File: src/rtl/dm_pkg.sv
// Shared types for the data-memory arbiter: FSM state and access-size encodings.
package dm_pkg;
  typedef enum logic [1:0] {
    ST_IDLE   = 2'd0,
    ST_ACCESS = 2'd1,
    ST_RESP   = 2'd2
  } state_t;

  localparam logic [1:0] SZ_B = 2'b00;
  localparam logic [1:0] SZ_H = 2'b01;
  localparam logic [1:0] SZ_W = 2'b10;
  localparam logic [1:0] SZ_X = 2'b11;
endpackage

File: src/rtl/dm_lane.sv
// Byte-lane datapath: write enables, write replication, load extraction/extension
// and misalignment detection for one latched access.
module dm_lane
  import dm_pkg::*;
(
  input  logic [1:0]  i_off,
  input  logic [1:0]  i_size,
  input  logic        i_uns,
  input  logic [31:0] i_wdata,
  input  logic [31:0] i_rdword,
  output logic [3:0]  o_be,
  output logic [31:0] o_din,
  output logic [31:0] o_rdata,
  output logic        o_misal
);
  logic [31:0] w_shift;

  // Bring the addressed byte/half down to bit 0 before truncation.
  assign w_shift = i_rdword >> {i_off, 3'b000};

  always_comb begin
    o_be    = 4'b0000;
    o_din   = i_wdata;
    o_rdata = 32'h0;
    o_misal = 1'b0;
    case (i_size)
      SZ_B: begin
        o_be    = 4'b0001 << i_off;
        o_din   = {4{i_wdata[7:0]}};
        o_rdata = i_uns ? {24'h0, w_shift[7:0]} : {{24{w_shift[7]}}, w_shift[7:0]};
      end
      SZ_H: begin
        o_be    = 4'b0011 << i_off;
        o_din   = {2{i_wdata[15:0]}};
        o_rdata = i_uns ? {16'h0, w_shift[15:0]} : {{16{w_shift[15]}}, w_shift[15:0]};
        o_misal = i_off[0];
      end
      SZ_W: begin
        o_be    = 4'b1111;
        o_rdata = w_shift;
        o_misal = (i_off != 2'b00);
      end
      default: o_misal = 1'b1;
    endcase
  end
endmodule

File: src/rtl/dm_arb_ctrl.sv
// Two-requester round-robin arbiter in front of a single-port data memory;
// one access per three cycles (IDLE latch, ACCESS memory cycle, RESP completion).
module dm_arb_ctrl
  import dm_pkg::*;
#(
  parameter int AW = 10
) (
  input  logic          clk,
  input  logic          rst,
  input  logic          m0_req,
  input  logic          m0_we,
  input  logic [AW+1:0] m0_addr,
  input  logic [1:0]    m0_size,
  input  logic          m0_uns,
  input  logic [31:0]   m0_wdata,
  output logic          m0_gnt,
  output logic          m0_rvalid,
  output logic [31:0]   m0_rdata,
  output logic          m0_err,
  input  logic          m1_req,
  input  logic          m1_we,
  input  logic [AW+1:0] m1_addr,
  input  logic [1:0]    m1_size,
  input  logic          m1_uns,
  input  logic [31:0]   m1_wdata,
  output logic          m1_gnt,
  output logic          m1_rvalid,
  output logic [31:0]   m1_rdata,
  output logic          m1_err,
  output logic [AW-1:0] dm_addr,
  output logic [31:0]   dm_din,
  output logic [3:0]    dm_wrbe,
  output logic          dm_wr,
  input  logic [31:0]   dm_dout
);
  state_t        r_state, w_state_next;
  logic          r_sel, r_last, r_we, r_uns, r_err;
  logic [AW+1:0] r_addr;
  logic [1:0]    r_size;
  logic [31:0]   r_wdata, r_rdata;

  logic          w_win, w_access, w_resp, w_misal;
  logic [3:0]    w_be;
  logic [31:0]   w_din, w_lane_rdata;

  // Contention goes to whoever was not granted last; r_last resets to 1 so m0 wins first.
  assign w_win    = (m0_req && m1_req) ? ~r_last : m1_req;
  assign w_access = (r_state == ST_ACCESS);
  assign w_resp   = (r_state == ST_RESP);

  always_comb begin
    w_state_next = r_state;
    case (r_state)
      ST_IDLE:   if (m0_req || m1_req) w_state_next = ST_ACCESS;
      ST_ACCESS: w_state_next = ST_RESP;
      ST_RESP:   w_state_next = ST_IDLE;
      default:   w_state_next = ST_IDLE;
    endcase
  end

  always_ff @(posedge clk or posedge rst) begin
    if (rst) begin
      r_state <= ST_IDLE;
      r_sel   <= 1'b0;
      r_last  <= 1'b1;
      r_we    <= 1'b0;
      r_uns   <= 1'b0;
      r_addr  <= '0;
      r_size  <= SZ_B;
      r_wdata <= 32'h0;
      r_rdata <= 32'h0;
      r_err   <= 1'b0;
    end else begin
      r_state <= w_state_next;
      if (r_state == ST_IDLE && (m0_req || m1_req)) begin
        r_sel   <= w_win;
        r_last  <= w_win;
        r_we    <= w_win ? m1_we    : m0_we;
        r_uns   <= w_win ? m1_uns   : m0_uns;
        r_addr  <= w_win ? m1_addr  : m0_addr;
        r_size  <= w_win ? m1_size  : m0_size;
        r_wdata <= w_win ? m1_wdata : m0_wdata;
      end
      if (w_access) begin
        r_rdata <= (w_misal || r_we) ? 32'h0 : w_lane_rdata;
        r_err   <= w_misal;
      end
    end
  end

  dm_lane u_lane (
    .i_off   (r_addr[1:0]),
    .i_size  (r_size),
    .i_uns   (r_uns),
    .i_wdata (r_wdata),
    .i_rdword(dm_dout),
    .o_be    (w_be),
    .o_din   (w_din),
    .o_rdata (w_lane_rdata),
    .o_misal (w_misal)
  );

  assign dm_addr = w_access ? r_addr[AW+1:2] : '0;
  assign dm_wr   = w_access && r_we && !w_misal;
  assign dm_wrbe = dm_wr ? w_be : 4'b0000;
  assign dm_din  = w_access ? w_din : 32'h0;

  assign m0_gnt    = w_access && !r_sel;
  assign m1_gnt    = w_access &&  r_sel;
  assign m0_rvalid = w_resp && !r_sel;
  assign m1_rvalid = w_resp &&  r_sel;
  assign m0_rdata  = m0_rvalid ? r_rdata : 32'h0;
  assign m1_rdata  = m1_rvalid ? r_rdata : 32'h0;
  assign m0_err    = m0_rvalid && r_err;
  assign m1_err    = m1_rvalid && r_err;
endmodule

File: config.mk
export PLATFORM = sky130hd
export DESIGN_NAME = dm_arb_ctrl
export DESIGN_NICKNAME = d
export VERILOG_FILES = /design/src/rtl/dm_pkg.sv /design/src/rtl/dm_lane.sv /design/src/rtl/dm_arb_ctrl.sv
export SDC_FILE = /design/constraint.sdc
export NUM_CORES = 1
export LEC_CHECK = 0
export CELL_PAD_IN_SITES_DETAIL_PLACEMENT = 1
export CELL_PAD_IN_SITES_GLOBAL_PLACEMENT = 1
export CORE_MARGIN = 2
export CORE_UTILIZATION = 32
export DETAILED_ROUTE_END_ITERATION = 8
export PLACE_DENSITY_LB_ADDON = 0.1
export SYNTH_ARGS = -nofsm -noshare
export SYNTH_HDL_FRONTEND = slang
export SYNTH_SLANG_ARGS = --single-unit
export TNS_END_PERCENT = 50
File: constraint.sdc
create_clock -name clk -period 7.1 [get_ports clk]
set_input_delay 1.42 -clock clk [delete_from_list [all_inputs] [get_ports clk]]
set_output_delay 1.42 -clock clk [all_outputs]
set_load 0.01 [all_outputs]
## After elaboration in Yosys (flattened, before gate mapping)

Cells that the tools add are included.
Widths: inputs -> output; s select.

- Equal/unequal tests: 5
- Shift-type cells: 3
- Multiplexer cells: 20
- Bitwise operators: 1
- Reduce and logical (&&, ||, !) cells: 17

Operators with widths:

| kind | number |
|---|---|
| $mux 32 | 7 |
| $pmux 32 s3 | 1 |
| $pmux 32 s2 | 1 |
| $shr 32x5->32 | 1 |
| $mux 12 | 1 |
| $pmux 4 s3 | 1 |
| $logic_and 1x1->1 | 10 |
| $mux 10 | 1 |
| $eq 2x1->1 const B | 2 |
| $eq 2x2->1 const B | 2 |
| $logic_not 2->1 | 2 |
| $mux 2 | 2 |
| $mux 4 | 1 |
| $pmux 2 s2 | 1 |
| $shl 1x2->4 const A | 1 |
| $shl 2x2->4 const A | 1 |
| $mux 1 | 3 |
| $pmux 1 s3 | 1 |
| $logic_not 1->1 | 2 |
| $logic_or 1x1->1 | 2 |
| $ne 2x1->1 const B | 1 |
| $reduce_bool 2->1 | 1 |
| $not 1->1 | 1 |

- Register bits: 85
- Input bits: 132
- Word-level logic and storage cells: 56

## Longest topological paths before layout

- Depth after elaboration: 5
- Gate-level depth with buffers: 7

## Modules after synthesis

A second synthesis with hierarchy kept.

- Cell total of the unflattened synthesis: 556
- Area, all modules: 5957.0 µm²

Modules (own cells, without submodules):

| module | times used | cells an instance | area an instance (µm²) | sequential area each (µm²) |
|---|---|---|---|---|
| dm_arb_ctrl | 1 | 371 | 4490.6 | 2128.3 |
| dm_lane | 1 | 185 | 1466.4 | 0.0 |

## Worst setup path before layout

No wires, ideal clock.

- Path kind: reg2out
- Start: register r_addr[1]
- End: output dm_wrbe[3]
- Data arrival time: 1.502 ns
- Required time: 5.680 ns
- Slack: 4.178 ns
- Cell stages (with the launch flop): 7
- Path buffers: 4
- Cells stage by stage: dfrtp_1 buf_2 buf_2 clkbuf_1 buf_2 o21ai_0 a21oi_1

- Longest elaborated chain between the ends: 5

Ends and longest elaborated chain:

| item | line | source |
|---|---|---|
| start, declared | dm_arb_ctrl.sv:38 | `logic [AW+1:0] r_addr;` |
| start signal, assigned | dm_arb_ctrl.sv:80 | `r_addr <= w_win ? m1_addr : m0_addr;` |
| $reduce_bool 2->1 | dm_lane.sv:41 | `o_misal = (i_off != 2'b00);` |
| $pmux 1 s3 | dm_lane.sv:26 | `case (i_size)` |
| $logic_not 1->1 | dm_arb_ctrl.sv:104 | `assign dm_wr = w_access && r_we && !w_misal;` |
| $logic_and 1x1->1 | dm_arb_ctrl.sv:104 |  |
| $mux 4 * | dm_arb_ctrl.sv:105 | `assign dm_wrbe = dm_wr ? w_be : 4'b0000;` |
| end, declared | dm_arb_ctrl.sv:32 | `output logic [3:0] dm_wrbe,` |

Every way passes the cells marked *; elsewhere a longest branch is shown, timed or not.

## Worst setup path after layout

- Start: register r_size[0]
- End: output dm_wrbe[0]

- Longest elaborated chain between the ends: 5

Ends and longest elaborated chain:

| item | line | source |
|---|---|---|
| start, declared | dm_arb_ctrl.sv:39 | `logic [1:0] r_size;` |
| start signal, assigned | dm_arb_ctrl.sv:81 | `r_size <= w_win ? m1_size : m0_size;` |
| $eq 2x2->1 (tied with other cells) | dm_lane.sv:26 |  |
| $pmux 1 s3 | dm_lane.sv:26 |  |
| $logic_not 1->1 | dm_arb_ctrl.sv:104 |  |
| $logic_and 1x1->1 | dm_arb_ctrl.sv:104 |  |
| $mux 4 * | dm_arb_ctrl.sv:105 |  |

Marked as above.

==> impl_metrics.toml <==
[floorplan]
design.die.area_sq_um = 17800
initial_core_util_pct = 32.6
fp-row-count = 47
die_h_microns = 133
io_pins = 249
core_area_sq_um = 16500
die_w_microns = 133

[critical_path]
startpoint = "r_size[0]"
endpoint_kind = "output port"
worstReg2RegStart = "r_size[0]"
critPathLaunchType = "register"
reg2reg_depth = 4
r2r_slack_ns = 4.25
cp.required_ns = 5.68
timing.rr.end = "r_rdata[31]"
path_class = "reg2out"
cp-endpoint = "dm_wrbe[0]"
critical_path_arrival_ns = 2.71
path_max_fanout = 22

[cts]
cts_hold_buffers = 0
path_clk_slew_ns = 0.06
cts_buffers = 9
postCtsSetupBuffers = 0
clock-sinks = 85
htree_num_levels = 3
root_buffer = "clkbuf_16"
clock_latency_ns = 0.35
tritoncts = "done"
cts_max_path_buffers = 2
cts_resized = 0

[min_path]
hold_class = "reg2reg"
min_path_cells = 2

[finish]
fill_cells = 1928
design_area_sq_um = 8270
instances_no_fill = 1067
area_growth_pct = 54.3
drive_gt1_share_pct = 5.90
fin_nets = 974
n_antenna_cell = 0

[yosys]
netlist_top_cells_area = "dfrtp_1 39%, mux2i_1 15%, and2_1 9.9%, nand2_1 8.0%, o21ai_0 6.6%"
syn_inst = 627
synth_warnings = 0
ys_seq_area_share_pct = 39.7
synth_common_cells = "114 x nand2_1, 85 x and2_1, 84 x dfrtp_1"
syn_area_per_cell_sq_um = 8.55
async_flop_share_pct = 100
synth_top_area_share_pct = 39.2
synth_nets = 759
netlist_area_sq_um = 5360
ys_types = 36
synth.most_common_cell = "nand2_1"
ys_seq_elements = 85
synth-edff-count = 0
synth_top_cell_by_area = "dfrtp_1"
synthFlopType = "dfrtp_1"

[drt]
met2_length_mm = 9.54
m1WireLength_mm = 8.06
viasPerCell = 4.90
drtPass1Iterations = 4
drt_iter0_markers = 212
top_layer = "met4"
wl_mm = 19.1
drc = 0
antenna_left = 0
post_drt_wl_per_cell_microns = 17.9
wl_met3_mm = 1.22
num_vias = 5229

[grt]
grt.total_usage_pct = 21.5
grt_max_degree = 83
grt_pass1_wl_mm = 30.0
overflow = 0
grt_pass1_vias = 5577
antenna_found_initial = 0

[timing]
fmax_mhz = 242
setup_viol = 0
period_share_pct = 58.1
tightest_slew_ns = 1.19
fin_skew_ns = 0.00521
timing.setup.tns_ns = 0
slew_viol_final = 0
fin_crit_ns = 4.13
max_slew_margin_pct = 21.0
hold_viol = 0
rsz0062_at_grt = "no"

[placed_design]
hpwl_mm = 14.5
gp_congestion = 0.788
post-place-cells = 1051
portBuffers = 248
placed_area_sq_um = 7990

[power]
powerDensity_nw_per_um2 = 347
ir_worst_vdd_mv = 0.171
power.leakage_nw = 3.45

[status]
outcome = "complete, no violations"

[flow_run]
maxCapViolations = 0
area by class of cell:
cell class | count | area (sq um) | area share [%]
multi-input combinational | 485 | 3020 | 36.5
clock buffer | 14 | 254 | 3.07
tap | 220 | 275 | 3.33
clock inverter | 2 | 35.0 | 0.423
inverter | 5 | 20.0 | 0.242
timing repair buffer | 256 | 2540 | 30.7
sequential | 85 | 2130 | 25.7
where the power goes:
part / total [mW] / switching, mW / internal (mW)
clock network: 0.476 / 0.193 / 0.282
logic: 1.51 / 0.840 / 0.671
registers: 0.885 / 0.190 / 0.695
kinds of logic (layout without fill, tap and decap cells):
| family | after synthesis | in the layout | share of synthesized area (%) |
|---|---|---|---|
| flops | 85 | 85 | 39.7 |
| compound gates | 134 | 134 | 14.8 |
| simple gates | 258 | 258 | 23.4 |
| mux | 91 | 91 | 17.2 |
| xor+xnor | 2 | 2 | 0.327 |
| buf+inv | 57 | 277 | 4.57 |
routing by layer:
metal	up-vias	global-route usage (%)
li1	2544	-
met3	15	4.53
met5	-	0
met1	2501	26.9
met2	169	37.5
met4	0	6.38
placed cells by master (no fill, tap or decap), drive strengths merged:
master,netlist,routed
a21oi,37,37
nor4,1,1
nor2,39,39
nand2b,2,2
clkdlybuf4s50,0,248
nor3b,1,1
nand3b,8,8
nor3,1,1
o21ai,74,74
and3b,1,1
inv,5,4
or4b,2,2
or2,1,1
or4,1,1
mux2i,80,80
xor2,1,1
bufinv,0,1
a21boi,1,1
nand2,114,114
dfrtp,84,84
clkinv,0,2
and2,85,85
o21bai,2,2
or3,2,2
dfstp,1,1
mux2,11,11
buf,18,8
o211ai,16,16
a21o,1,1
o22ai,2,2
xnor2,1,1
clkbuf,34,14
a211o,1,1
metrics by stage:
| stage | hold slack, ns | util, % | power [mW] | setup WS [ns] |
|---|---|---|---|---|
| finish | 0.480 | 50.3 | 2.87 | 2.97 |
| global route | 0.520 | 50.3 | 3.11 | 2.75 |
| CTS | 0.486 | 50.3 | 2.92 | 2.93 |
| detailed placement | 0.473 | 48.5 | 2.43 | 3.32 |
| global placement | 0.463 | 48.5 | 2.36 | 3.40 |
| floorplan | 0.442 | - | 1.79 | 3.49 |
worst min-delay path by stage:
stage	from	end	slack [ns]
3_3_place_gp	r_addr[7]	r_addr[7]	0.46
6_report	r_addr[7]	r_addr[7]	0.48
2_1_floorplan	r_addr[10]	r_addr[10]	0.44
3_5_place_dp	r_addr[7]	r_addr[7]	0.47
4_1_cts	r_addr[7]	r_addr[7]	0.49
5_1_grt	r_wdata[31]	r_wdata[31]	0.52
critical path: stages, from the launching register on:
cell and delay, ns:
dfrtp_1 0.68, or3_1 0.52, a21oi_1 0.20, nand2_1 0.19, a21oi_1 0.16, clkdlybuf4s50_1 0.61
sequential cells by signal, summed over array words and instances, names as in the netlist:
name	flops
r_rdata	32
r_uns	1
r_we	1
r_last	1
r_sel	1
r_size	2
r_addr	12
r_err	1
r_wdata	32
r_state	2
No activity file was read; power rests on OpenSTA's default activity.
